==> config.mk <==
export PLATFORM = sky130hd
export DESIGN_NAME = guess_ctrl
export DESIGN_NICKNAME = d
export VERILOG_FILES = /design/src/rtl/guess_ctrl_pkg.sv /design/src/rtl/guess_ctrl_match_count.sv /design/src/rtl/guess_ctrl.sv
export SDC_FILE = /design/constraint.sdc
export NUM_CORES = 1
export LEC_CHECK = 0
export BUFFER_PORTS_ARGS = -buffer_cell sky130_fd_sc_hd__clkbuf_2
export CAP_MARGIN = 20
export CORE_UTILIZATION = 47
export CTS_CLUSTER_DIAMETER = 150
export CTS_CLUSTER_SIZE = 24
export DETAILED_ROUTE_END_ITERATION = 10
export PLACE_DENSITY = 0.84
export SKIP_LAST_GASP = 1
export SLEW_MARGIN = 40
export SYNTH_ARGS = -nofsm -noshare
export SYNTH_HDL_FRONTEND = slang
export SYNTH_SLANG_ARGS = --single-unit
==> constraint.sdc <==
create_clock -name clk -period 3.28 [get_ports clk]
set_input_delay 0.328 -clock clk [delete_from_list [all_inputs] [get_ports clk]]
set_output_delay 0.328 -clock clk [all_outputs]
set_load 0.02 [all_outputs]
==> src/rtl/guess_ctrl_pkg.sv <==
// Shared constants for the bit-match guessing game controller.
// State encodings are fixed so external checkers can decode the FSM.
package guess_ctrl_pkg;

   localparam int          GUESS_W  = 6;
   localparam logic [2:0]  ST_IDLE  = 3'd0;
   localparam logic [2:0]  ST_PLAY  = 3'd1;
   localparam logic [2:0]  ST_CHECK = 3'd2;
   localparam logic [2:0]  ST_WIN   = 3'd3;
   localparam logic [2:0]  ST_LOSE  = 3'd4;

   typedef enum logic [2:0] {
      IDLE  = ST_IDLE,
      PLAY  = ST_PLAY,
      CHECK = ST_CHECK,
      WIN   = ST_WIN,
      LOSE  = ST_LOSE
   } state_t;

endpackage

==> src/rtl/guess_ctrl_match_count.sv <==
// Combinational scorer: counts bit positions where guess equals secret.
module match_count
   import guess_ctrl_pkg::*;
(
   input  logic [GUESS_W-1:0] secret,
   input  logic [GUESS_W-1:0] guess,
   output logic [2:0]         cnt
);

   always_comb begin
      cnt = '0;
      for (int i = 0; i < GUESS_W; i++) begin
         cnt = cnt + {2'b00, ~(secret[i] ^ guess[i])};
      end
   end

endmodule

==> src/rtl/guess_ctrl.sv <==
// Guessing-game controller: holds the secret, accepts guesses, scores them
// one cycle later and tracks attempts until a win or loss.
module guess_ctrl
   import guess_ctrl_pkg::*;
#(
   parameter int MAX_TRIES = 8
) (
   input  logic               clk,
   input  logic               reset,
   input  logic               ans_load,
   input  logic [GUESS_W-1:0] ans_in,
   input  logic               guess_valid,
   input  logic [GUESS_W-1:0] guess_in,
   output logic               guess_ready,
   output logic               result_valid,
   output logic [2:0]         match_cnt,
   output logic [3:0]         attempts,
   output logic               win,
   output logic               lose,
   output logic               busy
);

   localparam logic [3:0] LAST_TRY = 4'(MAX_TRIES);

   // Handshake: a guess transfers on a rising edge where guess_valid and
   // guess_ready are both high; ready is only offered in PLAY, never with ans_load.
   state_t             state, state_next;
   logic [GUESS_W-1:0] secret, guess_reg;
   logic [2:0]         score;
   logic               take_guess, do_score, last_try;

   match_count u_match_count (
      .secret (secret),
      .guess  (guess_reg),
      .cnt    (score)
   );

   assign guess_ready = (state == PLAY) && !ans_load;
   assign take_guess  = guess_ready && guess_valid;
   assign do_score    = (state == CHECK) && !ans_load;
   assign last_try    = (attempts + 4'd1) == LAST_TRY;
   assign win         = (state == WIN);
   assign lose        = (state == LOSE);
   assign busy        = (state == PLAY) || (state == CHECK);

   always_ff @(posedge clk or posedge reset) begin
      if (reset) state <= IDLE;
      else       state <= state_next;
   end

   always_comb begin
      state_next = state;
      if (ans_load) begin
         state_next = PLAY;
      end else begin
         case (state)
            PLAY:    if (guess_valid) state_next = CHECK;
            CHECK: begin
               // A full match on the final try is a win, not a loss.
               if (score == 3'd6)  state_next = WIN;
               else if (last_try)  state_next = LOSE;
               else                state_next = PLAY;
            end
            default: state_next = state;
         endcase
      end
   end

   always_ff @(posedge clk or posedge reset) begin
      if (reset) begin
         secret       <= '0;
         guess_reg    <= '0;
         match_cnt    <= '0;
         attempts     <= '0;
         result_valid <= 1'b0;
      end else begin
         result_valid <= 1'b0;
         if (ans_load) begin
            secret    <= ans_in;
            match_cnt <= '0;
            attempts  <= '0;
         end else if (take_guess) begin
            guess_reg <= guess_in;
         end else if (do_score) begin
            match_cnt    <= score;
            attempts     <= attempts + 4'd1;
            result_valid <= 1'b1;
         end
      end
   end

endmodule

==> metrics.txt <==
outcome complete, no violations; GRT overflow 0; largest net degree at the start of global routing 24; CP Max Fanout 2; area grow syn2layout 14.5%; H-Tree Depth 1; initial core utilization 0.516; post-place setup slack 0.0504 ns; Final Hold Vio Count 0; Setup TNS Final 0 ns; dpl hpwl 1430 um; CTS tree yes; Setup Skew 0.00144 ns; Slew @ Worst Pin 0.551 ns; fin crit period 3.17 ns; CP required 3.48 ns; pins over their slew limit 0; Synth top area share 0.490; Max Freq 315 MHz; post-detailed-route wirelength per cell 12.9 um; initial antenna violation count 0; Synth area leaders dfrtp_1, mux2_2, xnor2_1; Final Util 0.590; mean post-synth cell area 12.9 um2; fraction of layout cells with a size suffix above 1 0.415; critical path class flip-flop to flip-flop; most frequent cells in the layout clkbuf_2, dfrtp_1, mux2_2; CTS Buf Count 3; routed vias 741; most common cell after layout, fill and taps aside clkbuf_2; full die area 2700 um2; Filler cells 203; Buffers on Ports 27; Synth Register Bits 23; CP most frequent cell fa_1; final worst-path cycle share 0.967; leakage 0.000613 uW; met3 Use GR 0.0351; DRC 0; Worst Hold Class input port to asynchronous set/reset pin; GR peak layer met2; Core ar. 2280 um2; Ant. Diodes 0; area leader, netlist dfrtp_1; cell count after synthesis 91; maximum VDD drop 0.459 mV; library cells used by synthesis 29; Global Route met1 Usage 0.190; critical path capture point type flip-flop; Post-Syn Area 1170 um2; post-synthesis sequential area ratio 0.490; row count 17; MaxCap Viol Count 0; pwr dens 640 nW/um2; RD Place Congestion 0.745; Max-Slew Margin vs Limit 0.631; RSZ-0062 raised after global routing false; post-detailed-routing wire length 1890 um; syn_nets 112; clock buffer depth 2; Total GRT Usage 0.163; startpoint types flip-flop; root buffer cell clkbuf_4; DIE WIDTH 52.0 um; clock-pin slew on the worst setup and hold paths 0.12 ns; first-pass GRT wire length 3110 um; critical path's slowest cell fa_1; total I/O pin count 28; Sink Count 23; synth warn 0; setup ws final 0.108 ns; final setup vio count 0; CP Data Arrival Time 3.37 ns; vias in the first global route 746; DR pass1 iterations 3; Antenna Nets Post-Route 0; met2 Resource Use GR 0.291; hold buffers post-CTS 0; overall die height 52.0 um; Starting DRT DRC Count 8; Vias per Instance 5.08; final net count 140; cells along the critical path xnor2_1, ha_1, fa_1, fa_2, fa_1, and3b_1, a211o_1, a221o_1; clk_lat worst skew 0.31 ns; slowest cell delay on critical path 0.51 ns
-- critical path, delay by kind of cell, from the launching register on --
| kind | cells | cell delay (ns) |
|---|---|---|
| compound gates | 2 | 0.63 |
| simple gates | 1 | 0.21 |
| flops | 1 | 0.41 |
| fa+ha+maj | 4 | 1.70 |
| xor+xnor | 1 | 0.13 |
-- cell type report --
type                       instances  area, um2  area share
inverter                           1       3.75     0.00279
tap                               28       35.0      0.0261
clock buffer                       4       26.3      0.0196
timing repair buffer              28        143       0.106
multi-input combinational         62        561       0.417
sequential                        23        576       0.428
-- per-layer routing --
metal  part of all wire  vias to the layer above
li1                   -                      367
met1               0.42                      351
met2               0.53                       21
met3              0.042                        2
met4             0.0095                        0
met5                  0                        -
-- metrics by stage --
step	hold slack (ns)	area, um2	power (uW)	cells
finish	0.000326	1340	860	146
global route	0.0355	1340	927	146
CTS	0.186	1330	859	145
detailed placement	0.516	1310	722	141
global placement	0.509	1310	705	141
floorplan	0.330	1170	644	91
-- repair_timing --
action                                  CTS  global route
buffers inserted                          0             1
endpoints found under the setup margin    0             1
hold endpoints to repair                  0             0
resized for setup                         0             1
-- power by group --
part | switching, uW | internal (uW) | total (uW) | leakage, uW
clock | 80.6 | 47.5 | 128 | 0.0000150
combinational | 173 | 192 | 366 | 0.000309
sequential | 38.4 | 328 | 366 | 0.000289
total | 292 | 568 | 860 | 0.000613
-- cell usage after synthesis, drive strengths merged --
cell type	n
dfrtp	23
mux2	12
xnor2	9
nor2	8
buf	4
mux2i	4
fa	3
o21ai	3
a21oi	2
and3b	2
ha	2
nand2	2
nand2b	2
nor3b	2
a211o	1
a21bo	1
a221o	1
clkbuf	1
inv	1
nand3	1
nand3b	1
nor2b	1
nor4b	1
nor4bb	1
o31ai	1
or3	1
or3b	1
-- worst paths after layout --
check	startpoint	to	slack (ns)	depth (start not counted)
setup / recovery	secret[1]$_DFFE_PP0P_	state[0]$_DFFE_PP0P_	0.11	8
hold / removal	reset	state[1]$_DFFE_PP0P_	0.0003	2
setup reg to reg	secret[1]$_DFFE_PP0P_	state[0]$_DFFE_PP0P_	0.11	8
hold reg to reg	guess_reg[5]$_DFFE_PP0P_	guess_reg[5]$_DFFE_PP0P_	0.54	1
max in group asynchronous	reset	attempts[1]$_DFFE_PP0P_	2.96	2
min in group clk	ans_in[2]	secret[2]$_DFFE_PP0P_	0.24	2
-- cell families (layout without fill, tap and decap cells) --
group,count (synthesis),after routing,share of synthesized area
compound gates,9,9,0.0522
xor+xnor,9,9,0.0672
fa+ha+maj,5,5,0.0725
buf+inv,6,33,0.0341
flops,23,23,0.490
mux,16,16,0.149
simple gates,23,23,0.134
No activity file was read; power rests on OpenSTA's default activity.
